## src/rtl/u_d_count_monitor_if.sv

```systemverilog
// Count bus between the up/down counter (master) and its observers (slave).
// Carries the sample qualifier and the count value.
interface u_d_count_monitor_if #(
    parameter int WIDTH = 3
) ();
    logic             en;
    logic [WIDTH-1:0] cnt;

    modport master (output en, output cnt);
    modport slave  (input  en, input  cnt);
endinterface

```

## src/rtl/u_d_count_monitor.sv

```systemverilog
// Observer for an up/down count stream: decodes step direction, asserts lock
// after LOCK_N consecutive same-direction steps, flags illegal jumps and counts
// valid steps (saturating at 255).
// Optional macro U_D_COUNT_MONITOR_AUTORECOVER_EN: when defined, FAULT exits on
// the next qualified sample (re-prime, err cleared); otherwise FAULT is sticky
// until reset.
module u_d_count_monitor #(
    parameter int WIDTH  = 3,
    parameter int LOCK_N = 4
) (
    input  logic                 clk,
    input  logic                 r,
    u_d_count_monitor_if.slave   bus,
    output logic                 dir,
    output logic                 locked,
    output logic                 err,
    output logic [7:0]           steps
);
    typedef enum logic [1:0] {S_INIT, S_TRACK, S_LOCKED, S_FAULT} state_t;

    localparam logic [WIDTH-1:0] STEP_UP  = WIDTH'(1);
    localparam logic [WIDTH-1:0] STEP_DN  = '1;
    localparam logic [3:0]       LOCK_RUN = 4'(LOCK_N);

    state_t           state_q, state_d;
    logic [WIDTH-1:0] prev_q, prev_d;
    logic [WIDTH-1:0] delta;
    logic [3:0]       run_q, run_d, run_next;
    logic             dir_q, dir_d;
    logic             locked_q, locked_d;
    logic             err_q, err_d;
    logic [7:0]       steps_q, steps_d;
    logic             is_up, is_step, is_hold;

    function automatic logic [7:0] sat_inc8(input logic [7:0] v);
        return (v == 8'hFF) ? v : v + 8'd1;
    endfunction

    // Classify the modular difference between the new sample and the previous one
    always_comb begin
        delta    = bus.cnt - prev_q;
        is_up    = (delta == STEP_UP);
        is_step  = is_up || (delta == STEP_DN);
        is_hold  = (delta == '0);
        run_next = ((run_q == 4'd0) || (is_up == dir_q)) ? run_q + 4'd1 : 4'd1;
    end

    // Next-state and status decode; everything holds unless en qualifies the edge
    always_comb begin
        state_d  = state_q;
        prev_d   = prev_q;
        run_d    = run_q;
        dir_d    = dir_q;
        locked_d = locked_q;
        err_d    = err_q;
        steps_d  = steps_q;
        if (bus.en) begin
            prev_d = bus.cnt;
            case (state_q)
                S_INIT: begin
                    state_d = S_TRACK;
                    run_d   = 4'd0;
                end
                S_TRACK: begin
                    if (is_step) begin
                        steps_d = sat_inc8(steps_q);
                        dir_d   = is_up;
                        run_d   = run_next;
                        if (run_next == LOCK_RUN) begin
                            state_d  = S_LOCKED;
                            locked_d = 1'b1;
                        end
                    end else if (!is_hold) begin
                        state_d = S_FAULT;
                        err_d   = 1'b1;
                    end
                end
                S_LOCKED: begin
                    if (is_step) begin
                        steps_d = sat_inc8(steps_q);
                        if (is_up != dir_q) begin
                            state_d  = S_TRACK;
                            dir_d    = is_up;
                            run_d    = 4'd1;
                            locked_d = 1'b0;
                        end
                    end else if (!is_hold) begin
                        state_d  = S_FAULT;
                        err_d    = 1'b1;
                        locked_d = 1'b0;
                    end
                end
                S_FAULT: begin
`ifdef U_D_COUNT_MONITOR_AUTORECOVER_EN
                    // This sample only re-primes prev; decoding resumes on the next one
                    state_d = S_TRACK;
                    run_d   = 4'd0;
                    err_d   = 1'b0;
`endif
                end
                default: state_d = S_INIT;
            endcase
        end
    end

    // State registers with asynchronous clear
    always_ff @(posedge clk or posedge r) begin
        if (r) begin
            state_q  <= S_INIT;
            prev_q   <= '0;
            run_q    <= 4'd0;
            dir_q    <= 1'b0;
            locked_q <= 1'b0;
            err_q    <= 1'b0;
            steps_q  <= 8'd0;
        end else begin
            state_q  <= state_d;
            prev_q   <= prev_d;
            run_q    <= run_d;
            dir_q    <= dir_d;
            locked_q <= locked_d;
            err_q    <= err_d;
            steps_q  <= steps_d;
        end
    end

    assign dir    = dir_q;
    assign locked = locked_q;
    assign err    = err_q;
    assign steps  = steps_q;
endmodule
```

## src/flat_wrapper.sv

```systemverilog
// flat-port wrapper written by rule: the top's interface ports become plain ports
module u_d_count_monitor_flat 
#(
    parameter int WIDTH  = 3,
    parameter int LOCK_N = 4
)
  (clk, r, dir, locked, err, steps, bus_en, bus_cnt);
  u_d_count_monitor_if #(.WIDTH(WIDTH)) bus_i ();
  input  logic clk;
  input  logic r;
  output logic dir;
  output logic locked;
  output logic err;
  output logic [7:0] steps;
  input wire logic [$bits(bus_i.en)-1:0] bus_en;
  input wire logic [$bits(bus_i.cnt)-1:0] bus_cnt;
  assign bus_i.en = bus_en;
  assign bus_i.cnt = bus_cnt;
  u_d_count_monitor #(.WIDTH(WIDTH), .LOCK_N(LOCK_N)) u_core (.clk(clk), .r(r), .bus(bus_i), .dir(dir), .locked(locked), .err(err), .steps(steps));
endmodule
```

## config.mk

```make
export PLATFORM = sky130hd
export DESIGN_NAME = u_d_count_monitor_flat
export DESIGN_NICKNAME = d
export VERILOG_FILES = /design/src/rtl/u_d_count_monitor_if.sv /design/src/rtl/u_d_count_monitor.sv /design/src/flat_wrapper.sv
export SDC_FILE = /design/constraint.sdc
export NUM_CORES = 1
export LEC_CHECK = 0
export BUFFER_PORTS_ARGS = -buffer_cell sky130_fd_sc_hd__buf_2
export CAP_MARGIN = 0
export CELL_PAD_IN_SITES_DETAIL_PLACEMENT = 2
export CELL_PAD_IN_SITES_GLOBAL_PLACEMENT = 2
export CORE_MARGIN = 2
export CORE_UTILIZATION = 38
export CTS_CLUSTER_DIAMETER = 200
export DETAILED_ROUTE_END_ITERATION = 12
export GPL_TIMING_DRIVEN = 0
export PLACE_DENSITY_LB_ADDON = 0.1
export SYNTH_ARGS = -nofsm -noshare
export SYNTH_HDL_FRONTEND = slang
export SYNTH_SLANG_ARGS = --single-unit
```

## constraint.sdc

```tcl
create_clock -name clk -period 6.3 [get_ports clk]
set_input_delay 0.63 -clock clk [delete_from_list [all_inputs] [get_ports clk]]
set_output_delay 0.63 -clock clk [all_outputs]
set_load 0.005 [all_outputs]
```

==> reports/metrics.csv, run 1 <==
stage,metric,value,unit
die,core footprint,3100,sq um
die,num ports,17,
worst_hold_path,min-delay worst type,input port to async pin,
drt,WL/cell,17.3,microns
pwr,total power,547,uW
logic_synthesis,"area leader, netlist",dfrtp_1,
clock_tree,# clock sinks,20,
drt,Iteration-0 DRC Markers,7,
layout,antenna cells,0,
logic_synthesis,top cell type's share of synthesized area,39.6,%
timing,Worst Tran Pin Value,0.802,ns
logic_synthesis,largest cells by area after synthesis,"dfrtp_1 40%, ha_1 6.9%, xnor2_1 4.2%, o21ai_0 4.0%, mux2_2 3.6%",
critical_path,critical path class,input port to register,
run_status,outcome,"complete, no violations",
logic_synthesis,Async SR Flop Fraction,100,%
timing,minimum clock period,2.84,ns
global_route,initial antenna violation count,0,
logic_synthesis,mux cell area share after synthesis,3.56,%
layout,Finished Core Util,46.3,%
clock_tree,Post-CTS Setup Inserts,0,
logic_synthesis,Post-Syn Area,1260,sq um
clock_tree,CTS tree,yes,
drt,ANT nets after route,0,
timing,Max Freq,352,MHz
layout,most frequent cells in the layout,"20 x dfrtp_1, 16 x buf_2, 11 x inv_1",
pwr,peak supply drop,0.156,mV
clock_tree,H-Tree Depth,1,
critical_path,Critical Path Source Type,input port,
die,die height,61.7,microns
clock_tree,"Clk pin slew, worst setup/hold paths",0.11,ns
placed_design,Routability Congestion,0.761,
logic_synthesis,predominant post-synthesis flop cell,dfrtp_1,
layout,"most common cell after layout, fill and taps aside",dfrtp_1,
logic_synthesis,main combinational cell family by area after synthesis,simple AND/OR/NAND/NOR gates,
critical_path,WP data required,6.51,ns
die,Core Rows,20,
timing,Max Clock Skew,0.00465,ns
pwr,P per Cell Area,381,nW/um^2
timing,fin. max-slew vios,0,
drt,final WL,3360,microns
clock_tree,clk_lat worst skew,0.31,ns
critical_path,Critical R2R Launch,u_core.prev_q[0],
placed_design,pre-CTS WS,3.21,ns
placed_design,# port buffers,16,
global_route,GRT Resource Usage Total,20.4,%
logic_synthesis,Syn Area/Cell,9.73,sq um
die,Die W,61.7,microns
global_route,largest net degree at the start of global routing,21,
layout,layout cells sized above 1,22.0,%
placed_design,DPL Wire Length,2520,microns
global_route,first-pass GRT wire length,5610,microns
logic_synthesis,Compound-Gate Fraction of Synth Area,14.6,%
critical_path,Setup crit start,bus_cnt[0],
timing,Final period util,45.1,%
layout,Final #Nets,165,
drt,Via Count,1044,
logic_synthesis,distinct cell type count after synthesis,40,
clock_tree,CTS max path bufs,2,
timing,RSZ-0062 raised after global routing,no,
timing,Slew HR,46.5,%
layout,synthesis-to-layout area growth,13.6,%
logic_synthesis,Post-Synth Simple-Gate Area,21.4,%
logic_synthesis,Post-Synth Adder-Cell Area,8.51,%
drt,first-pass detailed-route iteration total,3,
global_route,vias in the first global route,1152,
drt,post-DR vias/cell,5.38,
die,die area,3810,sq um
critical_path,"Max FO, Critical Path",5,
logic_synthesis,post-synthesis register bit count,20,
clock_tree,post-cts sizing count,0,
logic_synthesis,sequential area share after synthesis,39.6,%
timing,Fin. Hold Viols,0,
clock_tree,CTS Root Cell,clkbuf_4,
critical_path,Crit. End Element,register,
logic_synthesis,Synth Instances,130,
timing,Sum Neg Setup Slack,0,ns
flow_run,Max-Cap Viols,0,
critical_path,Worst EP arrival,3.05,ns
timing,final setup fails,0,
logic_synthesis,Post-Synth XOR/XNOR Area,8.70,%
drt,Post-route DRC,0,
timing,worst setup slack after layout,3.46,ns
clock_tree,total CTS buffers,3,
pwr,Pleak,0.647,nW
logic_synthesis,YS warnings,0,
clock_tree,cts hold-fix bufs,0,
logic_synthesis,syn nets,144,
logic_synthesis,number of enable flip-flop cells after synthesis,0,
die,Starting Density,40.8,%
global_route,GRT Residual Overflow,0,
==> cell usage after synthesis, types with 2 or more instances <==
cell type	n
mux2_2	4
nor2b_1	4
dfrtp_1	20
nand3_2	2
nand2_1	10
and3_1	2
nor2_1	7
a31oi_1	4
a21oi_1	3
xnor2_1	6
o21ai_0	10
inv_1	11
nand3_1	4
a211oi_1	2
xor2_1	2
ha_1	7
nor3_1	6
nand4_1	4
==> where the power goes <==
group          leakage, nW  internal [mW]  total [mW]  switching, mW
combinational        0.373          0.105       0.266          0.161
clock               0.0210         0.0353      0.0776         0.0422
sequential           0.253          0.160       0.203         0.0429
total                0.647          0.301       0.547          0.246
==> worst max-delay path, stage by stage <==
cell and delay, ns:
buf_2 0.09, inv_1 0.04, ha_1 0.20, fa_1 0.63, nor2b_1 0.32, a211oi_1 0.16, a31oi_1 0.37, o2bb2ai_1 0.27
and4bb_1 0.28, nor3_1 0.05
==> final timing paths <==
path                                endpoint  slack [ns]  cells after the start
max                        u_core.state_q[0]        3.46                     10
min                          u_core.steps[7]        0.45                      2
max reg2reg                u_core.state_q[0]        3.50                      8
min reg2reg                       u_core.err        0.51                      1
max in group asynchronous    u_core.steps[2]        5.35                      2
min in group clk                  u_core.err        0.51                      1
==> area by class of cell <==
cell class / instances / area, sq um
fillers: 367 / 1670
clock buffers: 4 / 36.3
plain buffers: 1 / 5.00
repair buffers: 16 / 80.1
well taps: 44 / 55.1
inverters: 11 / 41.3
multi-input cells: 98 / 718
flip-flops and latches: 20 / 500
==> routing by layer <==
layer  vias up  track usage [%]  routed length [microns]
li1        500                -                        -
met1       531             24.7                     1430
met2        11             37.3                     1830
met3         2             5.18                       77
met4         0             2.74                       19
met5         -                0                        0
==> logic make-up (layout without fill, tap and decap cells) <==
family	Yosys count	after routing
mux	4	4
flops	20	20
fa+ha+maj	8	8
xor+xnor	10	10
compound gates	29	29
simple gates	47	47
buf+inv	12	32
==> metrics by stage <==
step / std cells / hold WS, ns / area [sq um]
floorplan: 130 / 0.468 / 1260
global placement: 190 / 0.463 / 1400
detailed placement: 190 / 0.489 / 1400
CTS: 194 / 0.470 / 1440
global route: 194 / 0.502 / 1440
finish: 194 / 0.452 / 1440
==> registers in the layout, indices dropped and copies added (netlist names) <==
name and count:
u_core.state_q 2, u_core.steps 8, u_core.prev_q 3, u_core.err 1, u_core.locked 1, u_core.run_q 4
u_core.dir 1
Note: power is estimated with default switching activity, not from simulation.
==> run 2, diff against run 1 <==
--- a/config.mk
+++ b/config.mk
@@ -10,7 +10,7 @@
 export CELL_PAD_IN_SITES_DETAIL_PLACEMENT = 2
 export CELL_PAD_IN_SITES_GLOBAL_PLACEMENT = 2
 export CORE_MARGIN = 2
-export CORE_UTILIZATION = 38
+export CORE_UTILIZATION = 32
 export CTS_CLUSTER_DIAMETER = 200
 export DETAILED_ROUTE_END_ITERATION = 12
 export GPL_TIMING_DRIVEN = 0
==> constraint.sdc (replaced) <==
create_clock -name clk -period 2.31 [get_ports clk]
set_input_delay 0.231 -clock clk [delete_from_list [all_inputs] [get_ports clk]]
set_output_delay 0.231 -clock clk [all_outputs]
set_load 0.005 [all_outputs]
==> run 2 against run 1 <==
Net effect: the run now ends with negative setup slack left; cell count is 8.8% higher; power grew to 3.6 times the previous value; sequential power rose to 2.8 times the previous value; final area grew 21%; combinational power increased to 3.9 times the previous value; routed wire length increased by 15%; first-iteration DRC count rose to 5.4 times the previous value; clock skew is 0.0066 ns higher; hold slack worse by 0.35 ns; clock power grew to 4.7 times the previous value.
==> reports/metrics.csv, run 2 (synthesis results as in run 1) <==
stage,metric,value,unit
run_status,outcome,"finished, violations left",
run_status,failing checks,negative setup slack,
drt,Post-route DRC,0,
critical_path,Crit. End Element,register,
timing,final setup fails,11,
critical_path,reg2reg setup slack,-0.10,ns
critical_path,Critical Path Source Type,register,
clock_tree,CTS max path bufs,2,
die,Core Rows,22,
layout,most frequent cells in the layout,"20 x dfrtp_1, 16 x buf_2, 11 x inv_1",
drt,post-DR vias/cell,5.36,
die,Starting Density,33.8,%
drt,Iteration-0 DRC Markers,38,
timing,Final period util,105,%
die,Die W,66.9,microns
global_route,GRT Resource Usage Total,19.3,%
clock_tree,clk_lat worst skew,0.27,ns
pwr,P per Cell Area,1130,nW/um^2
drt,WL/cell,18.4,microns
placed_design,pre-CTS WS,-0.379,ns
clock_tree,CTS Root Cell,clkbuf_8,
critical_path,WP data required,2.50,ns
die,die area,4470,sq um
timing,Max Clock Skew,0.0113,ns
critical_path,critical path class,register to register,
flow_run,Max-Cap Viols,0,
placed_design,Routability Congestion,0.781,
critical_path,"Max FO, Critical Path",8,
die,num ports,17,
timing,Sum Neg Setup Slack,-0.578,ns
timing,RSZ-0062 raised after global routing,yes,
critical_path,Worst EP arrival,2.61,ns
die,core footprint,3740,sq um
placed_design,DPL Wire Length,2410,microns
clock_tree,CTS tree,yes,
placed_design,placed cell area,1410,sq um
timing,Max Freq,414,MHz
timing,worst setup slack after layout,-0.105,ns
worst_hold_path,min-delay worst type,input port to async pin,
layout,post-route cell area,1740,sq um
clock_tree,total CTS buffers,3,
timing,minimum clock period,2.41,ns
drt,ANT nets after route,0,
pwr,Pleak,0.763,nW
global_route,GRT Residual Overflow,0,
global_route,largest net degree at the start of global routing,21,
pwr,peak supply drop,0.473,mV
layout,max reg flops,8,
placed_design,# port buffers,16,
layout,synthesis-to-layout area growth,37.3,%
layout,antenna cells,0,
layout,Final #Nets,178,
die,die height,66.9,microns
clock_tree,# clock sinks,20,
global_route,initial antenna violation count,0,
timing,fin. max-slew vios,0,
drt,final WL,3880,microns
drt,first-pass detailed-route iteration total,4,
timing,Slew HR,45.8,%
layout,# fillers,407,
pwr,total power,1.97,mW
timing,Fin. Hold Viols,0,
timing,Worst Tran Pin Value,0.813,ns
drt,Via Count,1132,
layout,"most common cell after layout, fill and taps aside",dfrtp_1,
clock_tree,"Clk pin slew, worst setup/hold paths",0.09,ns
clock_tree,H-Tree Depth,1,
global_route,first-pass GRT wire length,6350,microns
layout,layout cells sized above 1,38.7,%
layout,Finished Core Util,46.4,%
global_route,vias in the first global route,1280,
run 2: path summary, 6_finish.rpt:
check	startpoint	depth (start not counted)	end
setup / recovery	u_core.prev_q[0]	10	u_core.run_q[3]
hold / removal	r	2	u_core.prev_q[0]
setup reg to reg	u_core.prev_q[0]	10	u_core.run_q[3]
hold reg to reg	u_core.err	1	u_core.err
max in group asynchronous	r	2	u_core.run_q[3]
min in group clk	bus_cnt[0]	2	u_core.prev_q[0]
run 2: final cells by class:
cell class	instances	area (sq um)	area share, %
well taps	48	60.1	3.46
multi-input cells	98	853	49.1
clock inverters	1	30.0	1.73
inverters	11	41.3	2.38
plain buffers	1	5.00	0.288
flip-flops and latches	20	500	28.8
clock buffers	3	41.3	2.38
repair buffers	29	205	11.8
run 2: repair_timing:
item / in CTS / in global routing
pin swaps: 8 / 10
setup endpoints to repair: 12 / 15
buffers inserted: 9 / 4
hold buffers: 0 / 0
gates cloned: 0 / 0
hold endpoints to repair: 0 / 0
gates resized for setup: 19 / 15
run 2: critical path: stages (launching register included):
cell	delay, ns
dfrtp_1	0.39
ha_2	0.19
fa_2	0.33
xnor3_2	0.36
xor2_4	0.32
buf_6	0.16
nor3_4	0.04
a22oi_2	0.18
buf_6	0.16
a21oi_4	0.04
o22ai_2	0.16
run 2: per-stage QoR:
stage / hold WS, ns / instances
floorplan: 0.195 / 130
global placement: 0.422 / 194
detailed placement: 0.447 / 194
CTS: 0.151 / 207
global route: 0.174 / 211
finish: 0.0996 / 211
run 2: routing by layer:
metal  track usage (%)  up-vias  wire [microns]
li1                  -      529               -
met3              2.53        6              57
met5                 0        -               0
met4              4.59        0              56
met1              23.9      583            1660
met2              35.0       14            2110
run 2: power by group:
part / leakage [nW] / internal, mW / total [mW] / switching [mW]
logic: 0.474 / 0.455 / 1.04 / 0.582
clock network: 0.0357 / 0.232 / 0.367 / 0.135
registers: 0.253 / 0.437 / 0.565 / 0.128
total: 0.763 / 1.12 / 1.97 / 0.845
==> run 3, diff against run 2 <==
--- a/config.mk
+++ b/config.mk
@@ -9,12 +9,13 @@
 export CAP_MARGIN = 0
 export CELL_PAD_IN_SITES_DETAIL_PLACEMENT = 2
 export CELL_PAD_IN_SITES_GLOBAL_PLACEMENT = 2
-export CORE_MARGIN = 2
+export CORE_MARGIN = 5
 export CORE_UTILIZATION = 32
 export CTS_CLUSTER_DIAMETER = 200
 export DETAILED_ROUTE_END_ITERATION = 12
 export GPL_TIMING_DRIVEN = 0
 export PLACE_DENSITY_LB_ADDON = 0.1
+export SETUP_SLACK_MARGIN = 0.4
 export SYNTH_ARGS = -nofsm -noshare
 export SYNTH_HDL_FRONTEND = slang
 export SYNTH_SLANG_ARGS = --single-unit
==> run 3 against run 2 <==
Net effect: the flow still finishes with violations (negative setup slack); global-route usage is 3.3 points lower; combinational power shrank 5%; clock skew shrank 0.0071 ns; sequential power barely moved; non-clock buffer count shrank 3; first-iteration DRC count down 37%; sequential share of layout area rose by 1.0 points; critical path type unchanged.
==> reports/metrics.csv, run 3 (synthesis results as in run 1) <==
stage,metric,value,unit
run_status,outcome,"finished, violations left",
run_status,failing checks,negative setup slack,
placed_design,# port buffers,16,
timing,Final period util,103,%
global_route,GRT Resource Usage Total,16.0,%
pwr,Pleak,0.743,nW
layout,max reg flops,8,
clock_tree,clk_lat worst skew,0.27,ns
layout,# fillers,424,
die,die area,5310,sq um
layout,layout cells sized above 1,38.8,%
global_route,first-pass GRT wire length,6490,microns
clock_tree,# clock sinks,20,
global_route,GRT Residual Overflow,0,
timing,Fin. Hold Viols,0,
clock_tree,"Clk pin slew, worst setup/hold paths",0.08,ns
placed_design,Routability Congestion,0.762,
critical_path,Crit. End Element,register,
drt,ANT nets after route,0,
timing,minimum clock period,2.37,ns
die,num ports,17,
drt,WL/cell,18.2,microns
layout,antenna cells,0,
worst_hold_path,min-delay worst type,input port to async pin,
die,Die W,72.9,microns
layout,post-route cell area,1680,sq um
clock_tree,H-Tree Depth,1,
layout,Final #Nets,175,
die,core footprint,3740,sq um
drt,Iteration-0 DRC Markers,24,
layout,synthesis-to-layout area growth,32.6,%
timing,RSZ-0062 raised after global routing,yes,
placed_design,placed cell area,1430,sq um
die,Core Rows,22,
timing,Max Clock Skew,0.00417,ns
global_route,vias in the first global route,1276,
drt,top sig layer,met4,
global_route,initial antenna violation count,0,
critical_path,Critical Path Source Type,register,
critical_path,reg2reg end,u_core.state_q[0],
pwr,P per Cell Area,1140,nW/um^2
critical_path,reg2reg setup slack,-0.06,ns
drt,Via Count,1107,
drt,final WL,3780,microns
timing,worst setup slack after layout,-0.0608,ns
layout,register area,500,sq um
critical_path,Critical R2R Launch,u_core.prev_q[0],
timing,final setup fails,2,
die,die height,72.9,microns
layout,"most common cell after layout, fill and taps aside",dfrtp_1,
pwr,peak supply drop,0.450,mV
critical_path,"Max FO, Critical Path",6,
clock_tree,CTS max path bufs,2,
layout,Finished Core Util,44.8,%
drt,met2 WL post-DR,2070,microns
drt,first-pass detailed-route iteration total,2,
layout,multi-input logic area,833,sq um
critical_path,WP data required,2.46,ns
clock_tree,CTS tree,yes,
placed_design,DPL Wire Length,2540,microns
layout,most frequent cells in the layout,"20 x dfrtp_1, 16 x buf_2, 11 x inv_1",
critical_path,Worst EP arrival,2.53,ns
critical_path,critical path class,register to register,
timing,fin. max-slew vios,0,
global_route,largest net degree at the start of global routing,21,
drt,post-DR vias/cell,5.32,
timing,Worst Tran Pin Value,0.830,ns
timing,Slew HR,44.6,%
critical_path,Reg2Reg Depth,8,
drt,Post-route DRC,0,
timing,Max Freq,422,MHz
die,Starting Density,33.8,%
flow_run,Max-Cap Viols,0,
drt,metal1 wirelength,1580,microns
drt,wire length on met3,76,microns
placed_design,pre-CTS WS,-0.256,ns
clock_tree,CTS Root Cell,clkbuf_8,
clock_tree,total CTS buffers,3,
[run 3: critical path: stages (launching register included)]
cell and delay, ns:
dfrtp_1 0.39, ha_2 0.19, fa_2 0.34, xnor3_2 0.38
xor2_4 0.31, nor3_2 0.10, o2bb2ai_2 0.23, and4bb_1 0.27
nor3_2 0.06
[run 3: area by class of cell]
type	count	share of cell area, %
Tap cell	48	3.58
Buffer	1	0.298
Timing Repair Buffer	26	9.92
Clock buffer	3	2.46
Multi-Input combinational cell	98	49.7
Clock inverter	1	1.79
Sequential cell	20	29.8
Inverter	11	2.46
[run 3: worst max-delay path by stage]
stage | startpoint | endpoint | slack [ns] | depth (start not counted)
final | u_core.prev_q[0] | u_core.state_q[0] | -0.06 | 8
after global routing | u_core.prev_q[0] | u_core.state_q[0] | -0.16 | 8
after CTS | u_core.prev_q[0] | u_core.state_q[0] | -0.07 | 8
after detailed placement | u_core.prev_q[0] | u_core.state_q[0] | -0.26 | 8
after global placement | u_core.prev_q[0] | u_core.state_q[0] | -0.18 | 8
after floorplan | u_core.prev_q[0] | u_core.state_q[0] | 0.08 | 8
[run 3: stage by stage]
step                      hold WS (ns)  setup TNS (ns)  instances  total power [mW]
final                            0.113         -0.0627        208              1.92
after CTS                        0.133          -0.194        207              1.86
after global placement           0.422          -0.614        194              1.28
after detailed placement         0.429           -1.06        194              1.32
after global routing             0.189           -1.06        208              2.06
after floorplan                  0.195               0        130              1.07
[run 3: where the power goes]
part,switching [mW],internal [mW]
Clock,0.135,0.232
Combinational,0.559,0.426
Sequential,0.127,0.437
Total,0.821,1.09
[run 3: what timing repair did]
item	4_1_cts	5_1_grt
endpoints found under the setup margin	16	17
gates resized for setup	19	6
pin swaps	12	9
hold buffers	0	0
buffers inserted	9	1
[run 3: layer usage]
metal / vias up / global-route usage [%]
met3: 6 / 3.03
met4: 0 / 3.89
met1: 563 / 19.0
met2: 16 / 29.4
li1: 522 / -
met5: - / 0
